==> config.mk <==
export PLATFORM = sky130hd
export DESIGN_NAME = min_width_reset_mc
export DESIGN_NICKNAME = d
export VERILOG_FILES = /design/src/rtl/min_width_reset_mc.sv
export SDC_FILE = /design/constraint.sdc
export NUM_CORES = 1
export LEC_CHECK = 0
export ABC_CLOCK_PERIOD_IN_PS = 5400
export BUFFER_PORTS_ARGS = -buffer_cell sky130_fd_sc_hd__buf_2
export CAP_MARGIN = 20
export CELL_PAD_IN_SITES_DETAIL_PLACEMENT = 0
export CELL_PAD_IN_SITES_GLOBAL_PLACEMENT = 2
export CORE_MARGIN = 2
export CORE_UTILIZATION = 45
export DETAILED_ROUTE_END_ITERATION = 8
export PLACE_DENSITY = 0.83
export REMOVE_ABC_BUFFERS = 1
export SLEW_MARGIN = 20
export SYNTH_ARGS = -nofsm -noshare
export SYNTH_HDL_FRONTEND = slang
export SYNTH_SLANG_ARGS = --single-unit
export TNS_END_PERCENT = 10
==> constraint.sdc <==
create_clock -name clk -period 5.4 [get_ports clk]
set_input_delay 0.54 -clock clk [delete_from_list [all_inputs] [get_ports clk]]
set_output_delay 0.54 -clock clk [all_outputs]
set_load 0.03 [all_outputs]
==> src/rtl/min_width_reset_mc.sv <==
// -----------------------------------------------------------------------------
// min_width_reset_mc
//
// Per-channel reset qualifier. Every channel registers its reset request once.
// The qualified output changes only after the new level has been seen for
// MIN_WIDTH consecutive samples. After an assertion the output is held for
// HOLD_CYCLES extra cycles, and the input is ignored during that hold.
//
// Parameters
//   NUM_CH      : number of independent channels (1..32)
//   MIN_WIDTH   : consecutive samples needed before the output changes (2..256)
//   HOLD_CYCLES : extra cycles the output is held after assertion (0 = no hold)
//   RST_POL     : active level of ch_rst_i / ch_rst_o
//
// Ports
//   clk          in   rising-edge clock
//   rst_i        in   block reset, synchronous, active-high
//   clr_i        in   clears the glitch counters (optional feature only)
//   glitch_cnt_o out  8 bits per channel, saturating rejected-pulse counts
//                     (optional feature only)
//   ch_rst_i     in   per-channel raw reset requests
//   ch_rst_o     out  per-channel qualified resets, registered, polarity RST_POL
//   any_rst_o    out  registered, active-high: some ch_rst_o was active on
//                     the previous cycle
//
// Optional feature: define MIN_WIDTH_RESET_GLITCH_CNT_EN to add clr_i,
// glitch_cnt_o and the per-channel glitch counters.
// -----------------------------------------------------------------------------
module min_width_reset_mc #(
  parameter int unsigned NUM_CH      = 4,
  parameter int unsigned MIN_WIDTH   = 4,
  parameter int unsigned HOLD_CYCLES = 8,
  parameter bit          RST_POL     = 1'b0
) (
  input  logic                  clk,
  input  logic                  rst_i,
`ifdef MIN_WIDTH_RESET_GLITCH_CNT_EN
  input  logic                  clr_i,
  output logic [8*NUM_CH-1:0]   glitch_cnt_o,
`endif
  input  logic [NUM_CH-1:0]     ch_rst_i,
  output logic [NUM_CH-1:0]     ch_rst_o,
  output logic                  any_rst_o
);

  typedef enum logic [2:0] {
    ST_DEASSERTED,
    ST_ARMING,
    ST_HOLD,
    ST_ASSERTED,
    ST_RELEASING
  } state_t;

  // Terminal values for the width and hold counters. When HOLD_CYCLES is 0 the
  // HOLD state cannot be reached, so the value of HOLD_LAST does not matter.
  localparam logic [7:0]  CNT_LAST  = 8'(MIN_WIDTH - 1);
  localparam logic [15:0] HOLD_LAST = (HOLD_CYCLES == 0) ? 16'd0 : 16'(HOLD_CYCLES - 1);
  localparam logic        INACTIVE  = !RST_POL;

  logic [NUM_CH-1:0] r_s;       // single-registered input sample
  logic [NUM_CH-1:0] r_out;     // qualified output, polarity RST_POL
  logic              r_any;
  state_t            r_state [NUM_CH];
  logic [7:0]        r_cnt   [NUM_CH];
  logic [15:0]       r_h     [NUM_CH];

  // Sample-is-active per channel, independent of polarity.
  logic [NUM_CH-1:0] w_act;
  assign w_act = ~(r_s ^ {NUM_CH{RST_POL}});

  // NOTE: all state is updated with non-blocking assignments so that every
  // channel (and r_any) sees the pre-edge values regardless of statement order.
  always_ff @(posedge clk) begin
    if (rst_i) begin
      r_s   <= {NUM_CH{RST_POL}};
      r_out <= {NUM_CH{RST_POL}};
      r_any <= 1'b1;
      for (int n = 0; n < NUM_CH; n++) begin
        r_state[n] <= ST_ASSERTED;
        r_cnt[n]   <= '0;
        r_h[n]     <= '0;
      end
    end else begin
      r_s   <= ch_rst_i;
      // Reflects the outputs as they were before this edge.
      r_any <= |(~(r_out ^ {NUM_CH{RST_POL}}));
      for (int n = 0; n < NUM_CH; n++) begin
        unique case (r_state[n])
          ST_DEASSERTED: begin
            if (w_act[n]) begin
              r_state[n] <= ST_ARMING;
              r_cnt[n]   <= 8'd1;
            end
          end
          ST_ARMING: begin
            if (w_act[n]) begin
              if (r_cnt[n] == CNT_LAST) begin
                r_state[n] <= (HOLD_CYCLES == 0) ? ST_ASSERTED : ST_HOLD;
                r_cnt[n]   <= '0;
                r_h[n]     <= '0;
                r_out[n]   <= RST_POL;
              end else begin
                r_cnt[n] <= r_cnt[n] + 8'd1;
              end
            end else begin
              // Pulse too short: rejected as a glitch.
              r_state[n] <= ST_DEASSERTED;
              r_cnt[n]   <= '0;
            end
          end
          ST_HOLD: begin
            // The input is deliberately ignored while holding.
            if (r_h[n] == HOLD_LAST) begin
              r_state[n] <= ST_ASSERTED;
            end else begin
              r_h[n] <= r_h[n] + 16'd1;
            end
          end
          ST_ASSERTED: begin
            if (!w_act[n]) begin
              r_state[n] <= ST_RELEASING;
              r_cnt[n]   <= 8'd1;
            end
          end
          ST_RELEASING: begin
            if (!w_act[n]) begin
              if (r_cnt[n] == CNT_LAST) begin
                r_state[n] <= ST_DEASSERTED;
                r_cnt[n]   <= '0;
                r_out[n]   <= INACTIVE;
              end else begin
                r_cnt[n] <= r_cnt[n] + 8'd1;
              end
            end else begin
              // A short drop while asserted is absorbed, not a glitch.
              r_state[n] <= ST_ASSERTED;
              r_cnt[n]   <= '0;
            end
          end
          default: begin
            r_state[n] <= ST_ASSERTED;
            r_cnt[n]   <= '0;
            r_h[n]     <= '0;
            r_out[n]   <= RST_POL;
          end
        endcase
      end
    end
  end

  assign ch_rst_o  = r_out;
  assign any_rst_o = r_any;

`ifdef MIN_WIDTH_RESET_GLITCH_CNT_EN
  logic [7:0] r_gcnt [NUM_CH];

  // Clear has priority over a same-cycle increment. Counts saturate at 255.
  always_ff @(posedge clk) begin
    for (int n = 0; n < NUM_CH; n++) begin
      if (rst_i || clr_i) begin
        r_gcnt[n] <= '0;
      end else if ((r_state[n] == ST_ARMING) && !w_act[n] && (r_gcnt[n] != 8'hFF)) begin
        r_gcnt[n] <= r_gcnt[n] + 8'd1;
      end
    end
  end

  for (genvar g = 0; g < NUM_CH; g++) begin : g_gcnt
    assign glitch_cnt_o[8*g +: 8] = r_gcnt[g];
  end
`endif

endmodule
### After elaboration in Yosys (flattened, before gate mapping)

Memory sizes are Yosys's and may differ from the RTL's.
Cells that the tools add are included.

* bits in registers: 9
* bits in writable memories: 108
* bits of input ports: 6
* output and inout port bits: 5
* logic and storage cells: 434
* memories kept: 3

Memory list
* r_h: words 4, bits a word 16, read ports 4, clocked after Yosys merged registers in 0, write ports 4, line 65 `logic [15:0] r_h [NUM_CH];`
* r_cnt: words 4, bits a word 8, read ports 4, clocked after Yosys merged registers in 0, write ports 4, line 64 `logic [7:0] r_cnt [NUM_CH];`
* r_state: words 4, bits a word 3, read ports 4, clocked after Yosys merged registers in 0, write ports 4, line 63 `state_t r_state [NUM_CH];`

* $add $sub $neg: 8
* equality and inequality tests: 40
* multiplexer cells: 274
* bitwise logic cells: 86
* reduce and logical (&&, ||, !) cells: 17

Operator list (number)
* $mux W8: 36
* $mux W16: 12
* $mux W1: 190
* $mux W3: 32
* $or A1 B1 Y1: 80
* $add A16 B1 Y16 const B: 4
* $eq A16 B3 Y1 const B: 4
* $add A8 B1 Y8 const B: 4
* $eq A8 B2 Y1 const B: 4
* $ne A2 B2 Y1 const B: 16
* $eq A3 B2 Y1 const B: 8
* $reduce_and A5 Y1: 4
* $reduce_or A5 Y1: 4
* $eq A3 B1 Y1 const B: 4
* $eq A3 B3 Y1 const B: 4
* $logic_not A3 Y1: 4
* $pmux W1 S3: 4
* $reduce_or A3 Y1: 4
* $not A4 Y4: 2
* $not A1 Y1: 4
* $reduce_or A4 Y1: 1

### Depth between registers and ports, before layout

Gate-level depths: netlist of run 1.

* depth in word-level cells: 14
* gate-level depth with buffers: 7
* mapped depth without buffers: 5

### Worst setup path before layout of run 1

No wires, ideal clock.

* kind: register to register
* start: memory r_cnt[3][0]
* end: memory r_h[3][0], enable pin
* library setup time: 396 ps
* arrival: 2356 ps
* data required time: 5004 ps
* slack: 2648 ps
* stages on the path, launching flop included: 5
* buffers on the path: 0
* clock period less this slack: 2752 ps
* cell sequence: edfxtp_1 > ha_1 > or4b_1 > or3_4 > o2111ai_1

RTL lines (line)
* start, declared: 64
* end, declared: 65

==> results.md, run 1 <==
* Final worst path period need at 2.97 ns
* Peak supply drop at 184 µV
* Drt initial violations at 397
* # DRC at 0
* Int Power at 1750 µW
* Pwr/cell area at 315 mW/mm²
* Layout cells sized above 1 at 6.97%
* Post-route cell area at 0.00729 mm²
* Clk pwr share at 42.9%
* Crit. Startpoint: r_cnt[0][0]
* Vias/cell at 5.62
* CTS root buffer: clkbuf_16
* Max-slew headroom at 35.9%
* CP max stage cell: nand3_1
* GRT Overall Usage at 17.1%
* Global-route wire length before repair at 21900 µm
* Detailed placer's ending HPWL at 8710 µm
* CP Class: register to register
* P_leak at 0.00239 µW
* Htree depth at 4
* Area of the multi-input gates at 0.00298 mm²
* Sequential share of power at 50.1%
* Synth Instances at 660
* CTS Hold Bufs at 0
* Hold Fails Final Rpt at 0
* Period utilisation layout at 55.0%
* Seq/Total Area, Yosys at 51.9%
* Synthesized cell area at 0.00659 mm²
* Sw Pwr at 547 µW
* Yosys cell types at 58
* RSZ-0062 raised after global routing: no
* Post-synth EDFFs at 108
* Routed WL at 12900 µm
* Clk Latency, worst-skew pair at 0.42 ns
* Worst path top cell family by delay: simple AND/OR/NAND/NOR gates
* Hold WC Path Type: input port to register
* Hold Crit Start: ch_rst_i[3]
* CP Launch Type: register
* Port bufs at 10
* Die H at 125 µm
* Top fanout value on the critical path at 16
* Routed vias at 4823
* CTS resizes at 0
* # fillers at 1327
* TritonCTS Buffers at 17
* Util after Layout at 50.5%
* Setup bufs post-CTS at 0
* Antenna Nets Post-Route at 0
* Top FF cell, synth: edfxtp_1
* Placed instance count at 826
* DR pass1 iterations at 4
* Req. time, crit path at 5.44 ns
* Post-Syn Area per Cell at 9.99 µm²
* Synth warnings at 0
* Layout Skew at 0.00640 ns
* Avg WL per Cell at 15.1 µm
* Synthesized flop and latch total at 117
* Sw frac at 23.8%
* CP arrival at 3.01 ns
* Routability-driven placement congestion ratio at 0.764
* Io pins at 11
* Synth async-reset ratio at 0%
* Die W at 125 µm
* Max clock buf depth at 2
* Initial Utilization at 45.7%
* Logic gate share of total power at 7.0%
* Slew @ Worst Pin at 0.949 ns
* Final std cells w/o fill at 858
* Core Box Area at 0.0144 mm²
* CTS tree: done
* Final setup violation count at 0
* Clock Sink Count at 117
* Max-slew violation count at 0
* Status: finished clean
* Largest net degree at the start of global routing at 32
* Maxcap violations at 0
* Worst r2r src: r_cnt[0][0]
* Post-DP Area at 0.00677 mm²
* Number of diodes at 0
* Area grow syn2layout at 10.5%
* Final setup TNS at 0 ns
* Overflow after GRT at 0
* Worst-path cell chain: ha_1, nor4b_1, nand2_1, or4_1, nand3_1
* Nets at 675
* Die area at 0.0156 mm²
* Crit. End Element: register
* Vias in the first global route at 4584
* Number of core rows at 44
* Register area at 0.00342 mm²
* Tot Pwr at 2300 µW
* CP Buf/Inv Count at 0
* Max stage delay on crit path at 0.58 ns
* Max Freq at 337 MHz
* Initial antenna violation count at 0
* Worst-path clk slew at 0.05 ns
## cells in the mapped netlist, types with 15 or more instances
cell type  instances  area [µm²]
edfxtp_1         108        3240
inv_1             20        75.1
nor3_1            27         135
nand3_1           34         170
xnor2_1           39         342
nor2_1           114         428
nand2_1           44         165
nor4_1            20         125
clkbuf_1          27         101
xor2_1            37         324
a21oi_1           17        85.1
nand4_1           25         156
o21ai_0           15        75.1
## final cells by class
type                       count  area share (%)
tap                          184            3.16
inverter                      20            1.03
timing repair buffer          11           0.790
sequential                   117            47.0
clock inverter                 5           0.343
clock buffer                  27            6.76
multi-input combinational    494            40.9
## kinds of logic after synthesis
family,Yosys count,synth area share (%)
AO/OA/AOI/OAI,64,6.41
XOR/XNOR,76,10.1
adder cells (fa/ha/maj),8,1.52
buffers and inverters,49,2.83
flip-flops,117,51.9
multiplexers,2,0.304
AND/OR/NAND/NOR,344,26.9
## power groups by stage
stage	Clock (µW)	Sequential [µW]	Combinational (µW)
6_report	986	1150	162
5_1_grt	1050	1160	183
4_1_cts	1010	1150	163
3_5_place_dp	0	1170	161
3_3_place_gp	0	1160	161
2_1_floorplan	0	1140	126
## per-layer routing
metal | up-vias | GRT usage [%] | wire length, µm
met5 | - | 0 | 0
met4 | 0 | 6.86 | 243
met3 | 14 | 4.32 | 381
met2 | 71 | 26.1 | 5870
met1 | 2315 | 23.5 | 6440
li1 | 2423 | - | -
## worst paths after layout
kind	cells after the start	endpoint	slack, ns
max	5	r_h[0][13]	2.43
min	2	r_s[3]	0.34
max reg2reg	5	r_h[0][13]	2.43
min reg2reg	1	any_rst_o	0.49
## registers in the layout, indices dropped and copies added, names as in the netlist
name	count
r_h	64
r_cnt	32
r_state	12
ch_rst_o	4
r_s	4
any_rst_o	1
## through the flow
step	hold slack, ns	setup WS, ns
after global routing	0.354	2.24
final	0.338	2.43
after global placement	0.469	2.47
after detailed placement	0.477	2.39
after CTS	0.329	2.41
after floorplan	0.529	2.65
## layout by cell type (no fill, tap or decap), types with 20 or more instances in the layout
cell type,netlist,layout
inv_1,20,20
nor2_1,114,114
nor3_1,27,27
nand2_1,44,44
xnor2_1,39,39
nand3_1,34,34
nand4_1,25,25
xor2_1,37,37
nor4_1,20,20
edfxtp_1,108,108
No activity file was read; power rests on OpenSTA's default activity.
==> run 2: changes to the inputs <==
--- a/config.mk
+++ b/config.mk
@@ -5,15 +5,16 @@
 export SDC_FILE = /design/constraint.sdc
 export NUM_CORES = 1
 export LEC_CHECK = 0
-export ABC_CLOCK_PERIOD_IN_PS = 5400
+export ABC_AREA = 1
+export ABC_CLOCK_PERIOD_IN_PS = 2600
 export BUFFER_PORTS_ARGS = -buffer_cell sky130_fd_sc_hd__buf_2
 export CAP_MARGIN = 20
 export CELL_PAD_IN_SITES_DETAIL_PLACEMENT = 0
 export CELL_PAD_IN_SITES_GLOBAL_PLACEMENT = 2
 export CORE_MARGIN = 2
-export CORE_UTILIZATION = 45
+export CORE_UTILIZATION = 36
 export DETAILED_ROUTE_END_ITERATION = 8
-export PLACE_DENSITY = 0.83
+export PLACE_DENSITY = 0.75
 export REMOVE_ABC_BUFFERS = 1
 export SLEW_MARGIN = 20
 export SYNTH_ARGS = -nofsm -noshare
==> constraint.sdc (replaced) <==
create_clock -name clk -period 2.6 [get_ports clk]
set_input_delay 0.26 -clock clk [delete_from_list [all_inputs] [get_ports clk]]
set_output_delay 0.26 -clock clk [all_outputs]
set_load 0.03 [all_outputs]
==> run 2 against run 1 <==
- clock power increased by 140%
- sequential power increased by 110%
- maximum frequency increased by 40%
- worst hold slack got worse by 0.28 ns
- final cell count increased by 28%
- highest routed layer unchanged
- clock skew increased by 0.0014 ns
- synthesized cell count increased by 24%
- flip-flop and latch count unchanged
- critical path type unchanged
==> results.md, run 2 <==
* Post-DP Area at 0.00720 mm²
* Antenna Nets Post-Route at 0
* Number of core rows at 50
* Count leader, synth: nand2_1
* Overflow after GRT at 0
* CP Class: register to register
* Period utilisation layout at 81.4%
* Pwr/cell area at 657 mW/mm²
* Post-Place Setup Slack at 0.388 ns
* Compound-Gate Fraction of Synth Area at 6.45%
* Seq/Total Area, Yosys at 50.1%
* Post-synthesis mux area share at 0%
* Largest Register: r_h
* Req. time, crit path at 2.69 ns
* Number of diodes at 0
* Routed vias at 5312
* RSZ-0062 raised after global routing: no
* CTS root buffer: clkbuf_16
* Largest regs: r_h (64), r_cnt (32), r_state (12)
* Avg WL per Cell at 12.7 µm
* Peak supply drop at 434 µV
* Status: finished clean
* Die area at 0.0201 mm²
* XOR/XNOR Fraction of Synth Area at 4.36%
* Max-slew headroom at 62.9%
* Clock Sink Count at 117
* Detailed placer's ending HPWL at 10100 µm
* CTS Hold Bufs at 0
* Most common cell after layout, fill and taps aside: nand2_1
* Layout cells sized above 1 at 7.91%
* Synth Area in Adders at 1.47%
* Layout Skew at 0.00777 ns
* Vias in the first global route at 5001
* Initial Utilization at 36.6%
* Area grow syn2layout at 13.8%
* TritonCTS Buffers at 17
* Simple-gate share of the synthesized area at 30.0%
* Hold Fails Final Rpt at 0
* Cell type with the largest total area after synthesis: edfxtp_1
* Crit. End Element: register
* Most frequent cells in the layout: 140 x nand2_1, 134 x nor2_1, 125 x inv_1
* Synthesized flop and latch total at 117
* P_leak at 0.00304 µW
* Max clock buf depth at 2
* Maxcap violations at 0
* Hold Slack at 0.0555 ns
* # DRC at 0
* Combinational family with the most area after synthesis: simple AND/OR/NAND/NOR gates
* Top fanout value on the critical path at 8
* CTS tree: done
* CP arrival at 2.21 ns
* Max reg flops at 64
* Die W at 142 µm
* Post-Syn Area per Cell at 8.37 µm²
* Post-synth EDFFs at 108
* Core Box Area at 0.0186 mm²
* Hold WC Path Type: input port to register
* Largest cells by area after synthesis: edfxtp_1 47%, nand2_1 7.7%, nor2_1 7.4%, inv_1 6.9%, nand3_1 4.1%
* Routed WL at 13900 µm
* CTS resizes at 0
* Global-route wire length before repair at 23900 µm
* Nets at 861
* Drt initial violations at 243
* Routability-driven placement congestion ratio at 0.815
* Htree depth at 4
* Worst-path clk slew at 0.05 ns
* Initial antenna violation count at 0
* Synth Instances at 816
* Placed instance count at 1062
* Final worst path period need at 2.12 ns
* Top cells by count, synth: 140 x nand2_1, 134 x nor2_1, 125 x inv_1, 108 x edfxtp_1, 56 x nand3_1
* CP Launch Type: register
* Final setup violation count at 0
* Port bufs at 10
* Synthesized cell area at 0.00683 mm²
* Die H at 142 µm
* Area fraction of the dominant cell type after synthesis at 47.5%
* Vias/cell at 4.86
* Io pins at 11
* DR pass1 iterations at 5
* Max-slew violation count at 0
* Synth warnings at 0
* Top FF cell, synth: edfxtp_1
* Yosys cell types at 43
* Post-route cell area at 0.00777 mm²
* Final setup TNS at 0 ns
* Final worst slack at 0.484 ns
* Largest net degree at the start of global routing at 17
* GRT Overall Usage at 14.8%
* Clk Latency, worst-skew pair at 0.42 ns
* Slew @ Worst Pin at 0.555 ns
* Setup bufs post-CTS at 0
* Max Freq at 472 MHz
* Synth async-reset ratio at 0%
* Final std cells w/o fill at 1094
-- run 2: cell families (layout without fill, tap and decap cells) --
kind of cell / Yosys count / count (layout)
AOI/OAI and AO/OA: 76 / 76
xor gates and xnor gates: 34 / 34
DFF: 117 / 117
and+or+nand+nor: 447 / 447
adders and majority gates: 8 / 8
buffers and inverters: 134 / 178
-- run 2: cell type report --
type / instances / area, µm²
clock buffers: 20 / 437
flip-flops and latches: 117 / 3420
repair buffers: 20 / 125
multi-input cells: 565 / 2890
fillers: 1900 / 10900
clock inverters: 12 / 136
well taps: 234 / 293
inverters: 126 / 473
-- run 2: per-stage QoR --
| stage | utilization, % | total power [µW] |
|---|---|---|
| finish | 41.7 | 5100 |
| global route | 41.7 | 5330 |
| CTS | 41.7 | 5170 |
| detailed placement | 38.6 | 2830 |
| global placement | 38.6 | 2820 |
| floorplan | - | 2680 |
-- run 2: path summary, 6_finish.rpt --
kind | slack, ns | depth (start not counted) | start | end
max reg2reg | 0.48 | 8 | r_cnt[1][0] | r_cnt[1][0]
min | 0.06 | 3 | ch_rst_i[3] | r_s[3]
min reg2reg | 0.46 | 1 | ch_rst_o[1] | any_rst_o
max | 0.48 | 8 | r_cnt[1][0] | r_cnt[1][0]
-- run 2: metal layers --
metal / global-route usage, % / part of all wire (%) / vias up
met5: 0 / 0 / -
met4: 5.05 / 1.3 / 0
met3: 3.17 / 2.7 / 18
met2: 22.1 / 42 / 58
met1: 21.4 / 54 / 2436
li1: - / - / 2800
-- run 2: power by group --
group / total [µW] / switching [µW] / internal (µW)
sequential: 2360 / 134 / 2230
clock: 2320 / 832 / 1490
combinational: 425 / 284 / 141
-- run 2: critical path, cell delays in order, from the launching register on --
cell and delay (ns):
edfxtp_1 0.37, ha_1 0.22, nand2_1 0.10, nor2_4 0.15, inv_1 0.10, a21oi_2 0.36
nand2_1 0.09, nor2_1 0.15, nand2_1 0.26
==> run 3: changes to the inputs <==
--- a/config.mk
+++ b/config.mk
@@ -6,7 +6,7 @@
 export NUM_CORES = 1
 export LEC_CHECK = 0
 export ABC_AREA = 1
-export ABC_CLOCK_PERIOD_IN_PS = 2600
+export ABC_CLOCK_PERIOD_IN_PS = 1900
 export BUFFER_PORTS_ARGS = -buffer_cell sky130_fd_sc_hd__buf_2
 export CAP_MARGIN = 20
 export CELL_PAD_IN_SITES_DETAIL_PLACEMENT = 0
==> constraint.sdc (replaced) <==
create_clock -name clk -period 1.9 [get_ports clk]
set_input_delay 0.19 -clock clk [delete_from_list [all_inputs] [get_ports clk]]
set_output_delay 0.19 -clock clk [all_outputs]
set_load 0.03 [all_outputs]
==> run 3 against run 2 <==
- maximum frequency grew 17%
- final cell count is 4.2% higher
- global-route usage increased by 0.39 points
- first-iteration DRC count grew 40%
- utilization rose by 2.6 points
==> results.md, run 3 (synthesis results as in run 2) <==
* CP arrival at 1.99 ns
* Pwr/cell area at 841 mW/mm²
* Tot Pwr at 6950 µW
* Max Freq at 552 MHz
* Worst r2r src: r_h[3][0]
* GRT Overall Usage at 15.2%
* RSZ-0062 raised after global routing: yes
* CTS tree: done
* Largest Register: r_h
* Layout Skew at 0.00659 ns
* Routed vias at 5610
* Max-slew violation count at 0
* Io pins at 11
* # DRC at 0
* Top fanout value on the critical path at 16
* CP Launch Type: register
* Max reg flops at 64
* DR pass1 iterations at 5
* P_leak at 0.00331 µW
* Most common cell after layout, fill and taps aside: nand2_1
* Routability-driven placement congestion ratio at 0.834
* Vias in the first global route at 5324
* Most frequent cells in the layout: 134 x nand2_1, 129 x nor2_1, 124 x inv_1
* Crit. End Element: register
* Final std cells w/o fill at 1140
* Critical Path Sink: r_h[3][10]
* Req. time, crit path at 2.07 ns
* Hold WC Path Type: input port to register
* R2r setup slk at 0.09 ns
* Hold Fails Final Rpt at 0
* Largest net degree at the start of global routing at 17
* Drt initial violations at 341
* Number of diodes at 0
* Crit. Startpoint: r_h[3][0]
* Htree depth at 4
* Period utilisation layout at 95.4%
* Largest regs: r_h (64), r_cnt (32), r_state (12)
* Initial antenna violation count at 0
* Final setup violation count at 0
* Detailed placer's ending HPWL at 10700 µm
* R2R depth at 8
* CTS root buffer: clkbuf_16
* Layout cells sized above 1 at 14.0%
* Final worst path period need at 1.81 ns
* Routed WL at 14500 µm
* Slew @ Worst Pin at 0.433 ns
* Nets at 909
* Placed instance count at 1105
* Area grow syn2layout at 21.0%
* Clock Sink Count at 117
* Hold Crit Start: ch_rst_i[1]
* CP Class: register to register
* Worst-path clk slew at 0.05 ns
* Status: finished clean
* TritonCTS Buffers at 17
* Post-Place Setup Slack at -0.00909 ns
* Die W at 142 µm
* Peak supply drop at 679 µV
* Overflow after GRT at 0
* Worst R2R End: r_h[3][10]
* Initial Utilization at 36.6%
* Core Box Area at 0.0186 mm²
* Antenna Nets Post-Route at 0
* Die H at 142 µm
* Maxcap violations at 0
* Avg WL per Cell at 12.7 µm
* Vias/cell at 4.92
* Global-route wire length before repair at 24500 µm
* Port bufs at 10
* Number of core rows at 50
* Die area at 0.0201 mm²
* Final worst slack at 0.0881 ns
* Max-slew headroom at 70.8%
* Max clock buf depth at 2
* Clk Latency, worst-skew pair at 0.42 ns
[run 3: changes by cell type in the layout (fill, tap and decap cells not counted), moves of 2 or more]
cell / before / now
nor2_1: 134 / 129
clkbuf_1: 3 / 5
nand2_1: 140 / 134
o21ai_0: 23 / 21
buf_12: 0 / 7
nor2_2: 5 / 9
o21ai_1: 0 / 2
dlygate4sd3_1: 0 / 4
ha_1: 8 / 6
clkinvlp_4: 3 / 0
buf_4: 10 / 47
nand2_2: 2 / 7
[run 3: report_power, final]
part	switching, µW	internal, µW
clock	1110	1890
sequential	165	3040
combinational	446	294
total	1720	5230
[run 3: layer usage]
layer  wire (µm)  part of all wire, %  vias to the layer above  global-route usage, %
li1            -                    -                     2891                      -
met1        7490                   52                     2613                   21.9
met2        6300                   43                       91                   22.5
met3         461                  3.2                       15                   3.07
met4         245                  1.7                        0                   6.00
met5           0                    0                        -                      0
[run 3: area by class of cell]
type                       count  area (µm²)
timing repair buffer          68         583
clock buffer                  22         444
tap                          234         293
clock inverter                 8        85.1
sequential                   117        3420
multi-input combinational    565        2960
inverter                     126         473
fill                        1824       10400
[run 3: worst min-delay path by stage]
stage / slack (ns) / end / cells past startpoint
after floorplan: 0.26 / r_s[0] / 1
after global placement: 0.40 / r_s[3] / 3
after detailed placement: 0.41 / r_s[3] / 3
after CTS: 0.004 / r_s[1] / 3
after global routing: 0.04 / r_s[1] / 3
final: 0.01 / r_s[1] / 3
[run 3: critical path, cell delays in order (launching register included)]
cell and delay (ns):
edfxtp_1 0.38, ha_1 0.18, nand2_1 0.10, inv_2 0.07, nand2_1 0.04, or2_4 0.24, o31ai_4 0.21, nand4_2 0.16
buf_12 0.20
[run 3: what timing repair did]
item | CTS | global route
gates resized for setup | 2 | 21
hold endpoints to repair | 2 | 0
hold buffers | 4 | 0
endpoints found under the setup margin | 16 | 129
setup buffers | 0 | 1
pin swaps | 0 | 3
[run 3: per-stage QoR]
stage / area [µm²] / TNS [ns] / util, % / hold slack, ns
global route: 8260 / -1.38 / 44.3 / 0.0443
finish: 8260 / 0 / 44.3 / 0.0130
CTS: 8180 / 0 / 43.9 / 0.00396
detailed placement: 7610 / -0.0713 / 40.8 / 0.407
global placement: 7610 / 0 / 40.8 / 0.400
floorplan: 6780 / -10.89 / - / 0.261
